--- config.mk ---
export PLATFORM = sky130hd
export DESIGN_NAME = decoder_seq
export DESIGN_NICKNAME = d
export VERILOG_FILES = /design/src/rtl/pcpu_dec_pkg.sv /design/src/rtl/decoder_jcond.sv /design/src/rtl/decoder_seq.sv
export SDC_FILE = /design/constraint.sdc
export NUM_CORES = 1
export LEC_CHECK = 0
export CORE_MARGIN = 10
export CORE_UTILIZATION = 44
export CTS_BUF_LIST = sky130_fd_sc_hd__clkbuf_4
export CTS_CLUSTER_SIZE = 8
export DETAILED_ROUTE_END_ITERATION = 8
export HOLD_SLACK_MARGIN = 0.06
export PLACE_DENSITY = 0.8
export SLEW_MARGIN = 20
export SYNTH_ARGS = -nofsm -noshare
export SYNTH_HDL_FRONTEND = slang
export SYNTH_SLANG_ARGS = --single-unit
--- constraint.sdc ---
create_clock -name clk -period 2.9 [get_ports clk]
set_clock_uncertainty 0.15 [all_clocks]
set_input_delay 0.435 -clock clk [delete_from_list [all_inputs] [get_ports clk]]
set_output_delay 0.435 -clock clk [all_outputs]
set_load 0.05 [all_outputs]
--- src/rtl/pcpu_dec_pkg.sv ---
// ============================================================================
//  pcpu_dec_pkg
//  Opcodes, ALU modes, jump condition codes and decoder states.
//  Revision: 1.0
// ============================================================================
`default_nettype none

package pcpu_dec_pkg;

    localparam logic [6:0] OP_NOP = 7'h00;
    localparam logic [6:0] OP_MOV = 7'h01;
    localparam logic [6:0] OP_LDD = 7'h02;
    localparam logic [6:0] OP_LDO = 7'h03;
    localparam logic [6:0] OP_LDI = 7'h04;
    localparam logic [6:0] OP_STD = 7'h05;
    localparam logic [6:0] OP_STO = 7'h06;
    localparam logic [6:0] OP_ADD = 7'h07;
    localparam logic [6:0] OP_ADI = 7'h08;
    localparam logic [6:0] OP_ADC = 7'h09;
    localparam logic [6:0] OP_SUB = 7'h0A;
    localparam logic [6:0] OP_SUC = 7'h0B;
    localparam logic [6:0] OP_CMP = 7'h0C;
    localparam logic [6:0] OP_CMI = 7'h0D;
    localparam logic [6:0] OP_JMP = 7'h0E;

    localparam logic [3:0] ALU_ADD    = 4'b0000;
    localparam logic [3:0] ALU_SUB    = 4'b0001;
    localparam logic [3:0] ALU_PASS_L = 4'b1001;
    localparam logic [3:0] ALU_PASS_R = 4'b1010;

    localparam logic [3:0] JC_CA = 4'd1;
    localparam logic [3:0] JC_EQ = 4'd2;
    localparam logic [3:0] JC_LT = 4'd3;
    localparam logic [3:0] JC_GT = 4'd4;
    localparam logic [3:0] JC_LE = 4'd5;
    localparam logic [3:0] JC_GE = 4'd6;
    localparam logic [3:0] JC_NE = 4'd7;
    localparam logic [3:0] JC_OV = 4'd8;
    localparam logic [3:0] JC_NV = 4'd9;

    localparam int FLAG_Z = 0;
    localparam int FLAG_C = 1;
    localparam int FLAG_N = 2;
    localparam int FLAG_V = 3;

    typedef enum logic [1:0] {
        ST_IDLE = 2'd0,
        ST_EXEC = 2'd1,
        ST_MEM  = 2'd2
    } state_t;

    function automatic logic is_mem_op(input logic [6:0] op);
        return (op == OP_LDD) || (op == OP_LDO) || (op == OP_STD) || (op == OP_STO);
    endfunction

endpackage

`default_nettype wire

--- src/rtl/decoder_jcond.sv ---
// ============================================================================
//  decoder_jcond
//  Jump condition evaluation: condition code + Z/C/N/V flags -> jmp_en.
//  Revision: 1.0
// ============================================================================
`default_nettype none

module decoder_jcond
    import pcpu_dec_pkg::*;
(
    input  logic [3:0] cond,
    input  logic [3:0] flags,
    output logic       jmp_en
);

    logic z, c, n, v;

    assign z = flags[FLAG_Z];
    assign c = flags[FLAG_C];
    assign n = flags[FLAG_N];
    assign v = flags[FLAG_V];

    always_comb begin
        jmp_en = 1'b1;
        case (cond)
            JC_CA:   jmp_en = c;
            JC_EQ:   jmp_en = z;
            JC_LT:   jmp_en = n;
            JC_GT:   jmp_en = ~(n | z);
            JC_LE:   jmp_en = n | z;
            JC_GE:   jmp_en = ~n;
            JC_NE:   jmp_en = ~z;
            JC_OV:   jmp_en = v;
            JC_NV:   jmp_en = ~v;
            default: jmp_en = 1'b1;
        endcase
    end

endmodule

`default_nettype wire

--- src/rtl/decoder_seq.sv ---
// ============================================================================
//  decoder_seq
//  Handshaked instruction decoder with IR, RAM wait-state stretching and jumps.
//  Optional feature macro: DECODER_SEQ_ILLEGAL_TRAP_EN (illegal-opcode trap).
//  Revision: 1.0
// ============================================================================
`default_nettype none

module decoder_seq
    import pcpu_dec_pkg::*;
#(
    parameter  int REG_AW  = 3,
    parameter  int FLAGS_W = 5,
    localparam int REG_CNT = 2 ** REG_AW,
    localparam int INSTR_W = 7 + 3 * REG_AW
) (
    input  logic               clk,
    input  logic               rst_n,
    input  logic [INSTR_W-1:0] instr,
    input  logic               instr_valid,
    output logic               instr_ready,
    input  logic [FLAGS_W-1:0] flags,
    input  logic               mem_ack,
    output logic               pc_inc,
    output logic               pc_ie,
    output logic               reg_in_mux_ctl,
    output logic               alu_r_mux_ctl,
    output logic               alu_cin,
    output logic [3:0]         alu_mode,
    output logic [REG_AW-1:0]  reg_l_ctl,
    output logic [REG_AW-1:0]  reg_r_ctl,
    output logic [REG_CNT-1:0] gp_reg_ie,
    output logic               alu_flags_ie,
    output logic               ram_read,
    output logic               ram_write,
    output logic               busy,
    output logic               trap
);

    state_t             state;
    logic [INSTR_W-1:0] ir;
    logic               live;

    logic [6:0]        op;
    logic [REG_AW-1:0] tg, fo, so;
    logic              active, mem_op, retire, illegal, jmp_en, taken, load;
    logic              wr_reg, wr_flags, rmux, inmux, cin;
    logic [3:0]        mode;

    assign op = ir[6:0];
    assign tg = ir[7 +: REG_AW];
    assign fo = ir[7 + REG_AW +: REG_AW];
    assign so = ir[7 + 2 * REG_AW +: REG_AW];

    generate
        if (FLAGS_W > 4) begin : g_spare_flags
            logic unused_flags;
            assign unused_flags = ^flags[FLAGS_W-1:4];
        end
    endgenerate

    decoder_jcond u_jcond (
        .cond   (ir[10:7]),
        .flags  (flags[3:0]),
        .jmp_en (jmp_en)
    );

    assign active = (state == ST_EXEC) || (state == ST_MEM);
    assign mem_op = is_mem_op(op);
    assign retire = active && (!mem_op || mem_ack);

`ifdef DECODER_SEQ_ILLEGAL_TRAP_EN
    assign illegal = active && (op > OP_JMP);
`else
    assign illegal = 1'b0;
`endif

    assign taken = retire && (op == OP_JMP) && jmp_en;

    always_comb begin
        wr_reg   = 1'b0;
        wr_flags = 1'b0;
        mode     = ALU_ADD;
        rmux     = 1'b0;
        inmux    = 1'b0;
        cin      = 1'b0;
        case (op)
            OP_MOV: begin wr_reg = 1'b1; mode = ALU_PASS_L; end
            OP_LDD: begin wr_reg = 1'b1; inmux = 1'b1; rmux = 1'b1; mode = ALU_PASS_R; end
            OP_LDO: begin wr_reg = 1'b1; inmux = 1'b1; rmux = 1'b1; end
            OP_LDI: begin wr_reg = 1'b1; rmux = 1'b1; mode = ALU_PASS_R; end
            OP_STD: begin rmux = 1'b1; mode = ALU_PASS_R; end
            OP_STO: begin rmux = 1'b1; end
            OP_ADD: begin wr_reg = 1'b1; wr_flags = 1'b1; end
            OP_ADI: begin wr_reg = 1'b1; wr_flags = 1'b1; rmux = 1'b1; end
            OP_ADC: begin wr_reg = 1'b1; wr_flags = 1'b1; cin = flags[FLAG_C]; end
            OP_SUB: begin wr_reg = 1'b1; wr_flags = 1'b1; mode = ALU_SUB; end
            OP_SUC: begin wr_reg = 1'b1; wr_flags = 1'b1; mode = ALU_SUB; cin = flags[FLAG_C]; end
            OP_CMP: begin wr_flags = 1'b1; mode = ALU_SUB; end
            OP_CMI: begin wr_flags = 1'b1; mode = ALU_SUB; rmux = 1'b1; end
            OP_JMP: begin rmux = 1'b1; mode = ALU_PASS_R; end
            default: ;
        endcase
    end

    // Controls are only meaningful while an instruction occupies the IR.
    assign alu_mode       = active ? mode  : 4'b0000;
    assign alu_r_mux_ctl  = active && rmux;
    assign reg_in_mux_ctl = active && inmux;
    assign alu_cin        = active && cin;
    assign reg_l_ctl      = active ? fo : '0;
    assign reg_r_ctl      = active ? so : '0;
    assign ram_read       = active && ((op == OP_LDD) || (op == OP_LDO));
    assign ram_write      = active && ((op == OP_STD) || (op == OP_STO));

    assign gp_reg_ie    = (retire && wr_reg) ? (REG_CNT'(1) << tg) : '0;
    assign alu_flags_ie = retire && wr_flags;
    assign pc_ie        = taken;
    assign pc_inc       = retire && !taken && !illegal;
    assign trap         = retire && illegal;
    assign busy         = (state != ST_IDLE);

    // A taken jump or trap refuses the next word: fetch is redirected.
    assign instr_ready = live && ((state == ST_IDLE) || (retire && !taken && !illegal));
    assign load        = instr_valid && instr_ready;

    always_ff @(posedge clk or negedge rst_n) begin
        if (!rst_n) begin
            state <= ST_IDLE;
            ir    <= '0;
            live  <= 1'b0;
        end else begin
            live <= 1'b1;
            case (state)
                ST_IDLE: begin
                    if (load) begin
                        ir    <= instr;
                        state <= ST_EXEC;
                    end
                end
                ST_EXEC, ST_MEM: begin
                    if (retire) begin
                        if (load) begin
                            ir    <= instr;
                            state <= ST_EXEC;
                        end else begin
                            state <= ST_IDLE;
                        end
                    end else begin
                        state <= ST_MEM;
                    end
                end
                default: state <= ST_IDLE;
            endcase
        end
    end

endmodule

`default_nettype wire

### Word level (Yosys, flattened, before mapping)

Index checks and enable logic that the tools add are counted.

| word-level totals | value |
|---|---|
| logic and storage cells | 88 |
| output and inout bits | 29 |
| register bits after elaboration | 19 |

| operators by class | value |
|---|---|
| equal/unequal tests | 27 |
| multiplexer cells | 18 |
| shift operators | 1 |
| reductions and logical operators | 34 |
| bitwise logic cells | 5 |

Operators by type and width:

| operator | number |
|---|---|
| $eq A7 B4 Y1 const B | 7 |
| $mux W16 | 2 |
| $pmux W16 S2 | 1 |
| $eq A7 B3 Y1 const B | 4 |
| $eq A4 B3 Y1 const B | 4 |
| $eq A7 B2 Y1 const B | 2 |
| $logic_and A1 B1 Y1 | 13 |
| $pmux W4 S3 | 1 |
| $pmux W1 S9 | 1 |
| $reduce_or A9 Y1 | 1 |
| $eq A4 B2 Y1 const B | 2 |
| $eq A4 B4 Y1 const B | 2 |
| $mux W8 | 1 |
| $reduce_or A4 Y1 | 2 |
| $reduce_or A8 Y1 | 1 |
| $shl A1 B3 Y8 const A | 1 |
| $eq A7 B1 Y1 const B | 1 |
| $logic_or A1 B1 Y1 | 7 |
| $reduce_or A7 Y1 | 1 |
| $mux W1 | 6 |
| $mux W3 | 2 |
| $reduce_or A2 Y1 | 3 |
| $eq A4 B1 Y1 const B | 1 |
| $mux W2 | 2 |
| other kinds (11) | 17 |

### Logic depth before layout (Yosys ltp)

Gate-level depths: netlist of run 1.

| depth | value |
|---|---|
| word-level depth | 17 |
| gate-level depth with buffers | 8 |
| depth with buffers taken out | 6 |

### Hierarchy

A second synthesis of run 1 with hierarchy kept.

| second synthesis, totals | value |
|---|---|
| cells, all modules | 142 |
| area total of the unflattened synthesis | 1341.3 um^2 |

Modules (own cells, without submodules):

| module | sequential area each (um^2) | area an instance (um^2) | times used | cells each |
|---|---|---|---|---|
| decoder_seq | 475.5 | 1248.7 | 1 | 128 |
| decoder_jcond | 0.0 | 92.6 | 1 | 14 |

### Worst setup path after synthesis of run 1

Ideal clock, no wire load.

| timing | value |
|---|---|
| path kind | register -> output |
| from | register state[0] |
| to | output gp_reg_ie[0] |
| stages on the path, launching flop included | 8 |
| buffers on the path | 1 |
| data arrival time | 2.608 ns |
| path slack | -0.293 ns |
| path through | dfrtp_1 -> inv_1 -> ha_1 -> clkbuf_1 -> nand2_1 -> nor4b_1 -> nand2b_1 -> nor3_1 |

| on the way | value |
|---|---|
| word-level cells in the longest chain between the ends | 5 |
| elaborated cells on any way between the ends | 6 |
| those cells by class | 2 x eq/ne; 1 x mux; 3 x reduce/logical |

RTL lines:

| what | RTL line | RTL |
|---|---|---|
| from (decl) | decoder_seq.sv:40 | `state_t state;` |
| from (signal assigned) | decoder_seq.sv:129 | `state <= ST_IDLE;` |
| from (signal assigned) | decoder_seq.sv:138 | `state <= ST_EXEC;` |
| from (signal assigned) | decoder_seq.sv:145 | `state <= ST_EXEC;` |
| $eq A2 B1 Y1 or $eq A2 B2 Y1 (tied branches) | decoder_seq.sv:68 | `assign active = (state == ST_EXEC) \|\| (state == ST_MEM);` |
| $logic_or A1 B1 Y1 (*) | decoder_seq.sv:68 |  |
| $logic_and A1 B1 Y1 (*) | decoder_seq.sv:70 | `assign retire = active && (!mem_op \|\| mem_ack);` |
| $logic_and A1 B1 Y1 (*) | decoder_seq.sv:116 | `assign gp_reg_ie = (retire && wr_reg) ? (REG_CNT'(1) << tg) : '0;` |
| $mux W8 (*) | decoder_seq.sv:116 |  |
| to (decl) | decoder_seq.sv:32 | `output logic [REG_CNT-1:0] gp_reg_ie,` |

Every way passes the cells marked *; elsewhere a longest branch is shown, timed or not.

### Worst setup path in the final report of run 1

| timing | value |
|---|---|
| from | input flags[0] |
| to | output instr_ready |

| on the way | value |
|---|---|
| word-level cells in the longest chain between the ends | 8 |
| elaborated cells on any way between the ends | 9 |
| those cells by class | 1 x mux; 3 x bitwise; 5 x reduce/logical |

RTL lines:

| what | RTL line | RTL |
|---|---|---|
| from (decl) | decoder_seq.sv:22 | `input logic [FLAGS_W-1:0] flags,` |
| $or A1 B1 Y1 | decoder_jcond.sv:29, decoder_jcond.sv:30 |  |
| $not A1 Y1 | decoder_jcond.sv:29 | `JC_GT: jmp_en = ~(n \| z);` |
| $pmux W1 S9 (*) | decoder_jcond.sv:25 | `case (cond)` |
| $logic_and A1 B1 Y1 (*) | decoder_seq.sv:78 | `assign taken = retire && (op == OP_JMP) && jmp_en;` |
| $logic_not A1 Y1 (*) | decoder_seq.sv:124 | `assign instr_ready = live && ((state == ST_IDLE) \|\| (retire && !taken && !illegal));` |
| $logic_and A1 B1 Y1 (*) | decoder_seq.sv:124 |  |
| $logic_or A1 B1 Y1 (*) | decoder_seq.sv:124 |  |
| $logic_and A1 B1 Y1 (*) | decoder_seq.sv:124 |  |
| to (decl) | decoder_seq.sv:21 | `output logic instr_ready,` |

Marked as above.

==> results of run 1 <==
==> where the power goes <==
group          switching, mW  internal, mW  total (mW)
logic                  0.586         0.492        1.08
clock network         0.0921        0.0526       0.145
registers              0.188         0.370       0.558
==> final cells by class <==
| type | count | area, µm² |
|---|---|---|
| sequential | 19 | 478 |
| multi-input combinational | 110 | 818 |
| clock inverter | 1 | 7.51 |
| clock buffer | 3 | 22.5 |
| tap | 31 | 38.8 |
| timing repair buffer | 55 | 638 |
| fill | 217 | 787 |
| inverter | 4 | 15.0 |
==> metal layers <==
| metal | GRT usage | part of all wire |
|---|---|---|
| met5 | 0 | 0 |
| met4 | 0.0147 | 0.0046 |
| met3 | 0.0657 | 0.10 |
| met2 | 0.237 | 0.50 |
| met1 | 0.148 | 0.39 |
==> path summary, 6_finish.rpt <==
| path | slack, ps | to |
|---|---|---|
| min in group asynchronous | 460 | ir[14] |
| max in group asynchronous | 1540 | ir[7] |
| worst max register to register | 380 | ir[8] |
| worst min-delay path | 370 | ir[14] |
| worst min register to register | 370 | ir[14] |
| worst max-delay path | 110 | instr_ready |
==> metrics by stage <==
stage / setup WS [ps] / hold WS [ps] / cell area [µm²]
3_5_place_dp: 30.0 / 343 / 1940
4_1_cts: 16.7 / 372 / 1980
3_3_place_gp: 60.2 / 333 / 1940
6_report: 106 / 368 / 2020
2_1_floorplan: 46.2 / -10.6 / 1340
5_1_grt: -9.73 / 398 / 2020
==> registers in the layout, indices dropped and copies added (netlist names) <==
signal,flops
ir,16
state,2
live,1
==> what timing repair did <==
action                                 4_1_cts  5_1_grt
setup endpoints to repair                    6       13
pin swaps                                    0        1
resized for setup                            2       10
cloned                                       0        0
endpoints found under the hold margin        0        0
==> cell families after synthesis <==
logic type,after synthesis,synth area share
simple gates,61,0.251
xor+xnor,1,0.00666
flops,19,0.361
other cells,2,0.00571
mux,14,0.135
fa+ha+maj,2,0.0190
compound gates,29,0.158
buf+inv,15,0.0637
==> layout by cell type (no fill, tap or decap), types with 3 or more instances in the layout <==
master | Yosys | final
nor2b_1 | 4 | 3
mux2_4 | 6 | 6
nand3_1 | 4 | 4
a22o_1 | 4 | 4
and2_1 | 6 | 6
nor3_1 | 8 | 4
mux2_2 | 6 | 6
inv_1 | 4 | 4
dfrtp_1 | 19 | 17
nor2_1 | 12 | 12
nor3_2 | 0 | 4
conb_1 | 2 | 3
clkbuf_4 | 0 | 3
nand2_1 | 9 | 9
nand2b_1 | 6 | 6
clkdlybuf4s50_1 | 0 | 30
o21ai_0 | 6 | 6
buf_12 | 0 | 12
a21oi_1 | 5 | 5
buf_4 | 3 | 13
==> results.toml, run 1 <==
[hold_path]
min_from = "ir[14]"
worstHoldPathCells = 1
hp-class = "register to register"

[drt]
post_drt_wl_per_cell_um = 16.5
drtIter0Drc = 47
drc = 0
finalWirelength_um = 3670
drt-pass1-iter-count = 4
vias = 1229
vias_per_cell = 5.51
drtAntennaViolNets = 0

[worst_setup_path]
crit_slowest_cell = "clkdlybuf4s50_1"
path_cells = "clkdlybuf4s50_1 -> or3b_2 -> o311ai_2 -> a21o_1 -> a31oi_2 -> nor2b_2 -> buf_12"
crit_fanout = 4
crit_required_ps = 2320
r2r_start = "ir[2]"
critPathCaptureType = "output port"
path_class = "primary input to output port"
startpoint_type = "primary input"
startpoint = "flags[0]"
crit_buf_inv = 2
cp_data_arrival_time_ps = 2210
slowest_delay_ps = 530
cp.depth = 7
rr_worst_depth = 7
critPathTopFamily = "buffers and inverters"

[synthesis]
synth_edf_count = 0
seq_area_frac_synth = 0.361
synth.most_common_cell = "dfrtp_1"
yosysTopAreaCellShare = 0.361
synth_top_area_cell = "dfrtp_1"
syn_area_per_cell_um2 = 9.20
synth_area_leaders = "dfrtp_1, mux2_4, mux2_2"
yosys_warnings = 0
synthCells = 143
ys_types = 43
ys_top_cells_by_count = "dfrtp_1, nor2_1, nand2_1"
synth_area_mm2 = 0.00132
synth-main-ff-cell = "dfrtp_1"
async_flop_share = 1.00
ys_ff_latch = 19

[clock_network]
cts.clk_slew.worst_paths_ps = 120
clk_path_buf_depth = 2
cts_sinks = 19
cts_root_buf = "clkbuf_4"
ctsHoldBuffers = 0
h-tree-depth = 1
cts_tree = "built"
numCtsBuffers = 3
cts_setup_buffers = 0
clk_latency_ps = 310

[timing]
finalSetupViolCount = 0
finalSetupTns_ps = 0
layout_min_cycle_time_ps = 2790
finalMaxSlewViolations = 0
finalCritPeriodShare = 0.963
maxClockFrequency_mhz = 358
worst_pin_slew_ps = 887
relSlewSlack = 0.407
hold_viol = 0
rsz0062_at_grt = "true"

[final_layout]
area_delta_synth_final_pct = 53.3
post-route-util = 0.719
drive_gt1_frac = 0.297
stdcell_count = 223
antennaDiodeCount = 0
nNetsFinal = 220

[grt]
grt_pass1_vias = 1283
grt_pass1_wl_um = 6010
grt-ovfl-total = 0
antenna_found_initial = 0
track_usage = 0.135
grt_max_degree = 20

[power]
p_leak_nw = 0.813
power_mw = 1.78
ir_drop_mv = 0.510
powerDensity_mw_per_mm2 = 882

[place]
port_buffers = 50
hpwlAfterDp_um = 2850
place.gp.congestion = 0.852
dp.cells = 219

[floorplan]
dieHeight_um = 74.7
io_pins = 54
dieArea_mm2 = 0.00558
start_util = 0.469
die_x_um = 74.7
num_rows = 19
core_mm2 = 0.00281

[flow_run]
cap_violations = 0

[run_status]
outcome = "finished, final reports clean"
Power figures use the tool's default switching activity.
==> inputs of run 2 (changes only) <==
- CORE_MARGIN: 10 -> 4
==> run 2 against run 1 <==
Against the previous run:
- sequential cell count unchanged
- critical path depth increased by 1
- fmax shrank 0.68%
- first-iteration DRC count did not move
- clock-buffer cell count is 1 higher
- total power shrank 2.5%
- die area shrank 30%
- hold slack lost 7.7 ps
- combinational power fell by 4%
- design area down 1.5%
- sequential power decreased by 1%
- largest power group unchanged
==> results.toml, run 2 (synthesis gave the netlist of run 1 again) <==
[drt]
post_drt_wl_per_cell_um = 14.9
vias_per_cell = 5.53
finalWirelength_um = 3280
drtIter0Drc = 47
vias = 1222
drtAntennaViolNets = 0
drc = 0
drt-pass1-iter-count = 4

[clock_network]
ctsHoldBuffers = 0
numCtsBuffers = 3
cts_tree = "built"
clk_latency_ps = 300
h-tree-depth = 1
cts.clk_slew.worst_paths_ps = 100
cts_sinks = 19
cts_root_buf = "clkbuf_4"
clk_path_buf_depth = 2

[worst_setup_path]
r2r_start = "ir[2]"
rr_worst_depth = 7
path_cells = "clkdlybuf4s50_1 -> mux2i_1 -> a2111oi_1 -> nor3_1 -> a21o_1 -> a31oi_2 -> nor2b_1 -> buf_12"
cp_data_arrival_time_ps = 2230
startpoint = "flags[2]"
critPathCaptureType = "output port"
path_class = "primary input to output port"
slowest_delay_ps = 520
crit_slowest_cell = "clkdlybuf4s50_1"
cp.depth = 8
critPathTopFamily = "compound AO/OA/AOI/OAI gates"
r2r_setup_slack_ps = 460
crit_required_ps = 2320
crit_fanout = 3
crit_path_end = "instr_ready"
r2r_end = "ir[1]"
crit_buf_inv = 2
startpoint_type = "primary input"

[timing]
finalSetupTns_ps = 0
finalCritPeriodShare = 0.970
maxClockFrequency_mhz = 356
hold_viol = 0
layout_min_cycle_time_ps = 2810
hold_ws_ps = 360
rsz0062_at_grt = "true"
finalMaxSlewViolations = 0
finalSetupViolCount = 0
relSlewSlack = 0.418
worst_pin_slew_ps = 870

[final_layout]
regMostFlops = "ir"
fillerInstances = 217
antennaDiodeCount = 0
drive_gt1_frac = 0.263
top_regs = "ir (16), state (2), live (1)"
largest_register_ff_count = 16
area_delta_synth_final_pct = 51.0
seq_area_um2 = 477
nNetsFinal = 218
stdcell_count = 221
layout_common_cells = "clkdlybuf4s50_1, dfrtp_1, nor2_1, buf_12, buf_4"
multiInputGateArea_um2 = 801
mostFrequentLayoutCell = "clkdlybuf4s50_1"

[floorplan]
dieArea_mm2 = 0.00393
die_x_um = 62.7
start_util = 0.469
num_rows = 19
dieHeight_um = 62.7
core_mm2 = 0.00281
io_pins = 54

[place]
dp.cells = 217
hpwlAfterDp_um = 2560
port_buffers = 50
place.gp.congestion = 0.796

[power]
p_leak_nw = 0.813
ir_drop_mv = 0.636
powerDensity_mw_per_mm2 = 873

[grt]
track_usage = 0.173
grt_pass1_wl_um = 5630
grt_pass1_vias = 1193
grt_max_degree = 20
antenna_found_initial = 0
grt-ovfl-total = 0

[flow_run]
cap_violations = 0

[hold_path]
hp-class = "register to register"

[run_status]
outcome = "finished, final reports clean"
==> run 2: worst min-delay path by stage <==
stage,start,endpoint,slack [ps],depth (start not counted)
detailed placement,ir[11],ir[11],340,1
CTS,ir[11],ir[11],360,1
floorplan,rst_n,ir[0],-10,0
finish,ir[11],ir[11],360,1
global route,ir[12],ir[12],390,1
global placement,ir[13],ir[13],330,1
==> run 2: timing repair <==
item | CTS | global route
gates resized for setup | 1 | 7
buffers inserted | 0 | 0
setup endpoints to repair | 8 | 10
pin swaps | 0 | 1
==> run 2: cell type report <==
| class | count | share of cell area |
|---|---|---|
| multi-input cells | 110 | 0.403 |
| inverters | 4 | 0.00756 |
| repair buffers | 53 | 0.315 |
| clock buffers | 4 | 0.0151 |
| flip-flops and latches | 19 | 0.240 |
| well taps | 31 | 0.0195 |
==> run 2: per-layer routing <==
metal  up-vias  wire length (µm)  GRT usage  share of wire
li1        596                 -          -              -
met1       583              1370      0.201           0.42
met2        41              1640      0.304           0.50
met3         2               255     0.0647          0.078
met4         0                14     0.0331         0.0043
met5         -                 0          0              0
==> run 2: power breakdown <==
| group | total [mW] | switching (mW) | internal (mW) | leakage [nW] |
|---|---|---|---|---|
| clock network | 0.145 | 0.0817 | 0.0629 | 0.0184 |
| logic | 1.04 | 0.568 | 0.473 | 0.568 |
| registers | 0.550 | 0.181 | 0.369 | 0.227 |
| total | 1.73 | 0.831 | 0.904 | 0.813 |
==> run 2: stage by stage <==
step                setup WS [ps]   util  total power [mW]  instance area [µm²]
floorplan                    46.2      -              1.26                 1340
global placement             59.4  0.687              1.53                 1930
detailed placement           35.7  0.687              1.57                 1930
CTS                          6.66  0.699              1.72                 1960
global route                -14.7  0.708              1.86                 1990
finish                       87.1  0.708              1.73                 1990
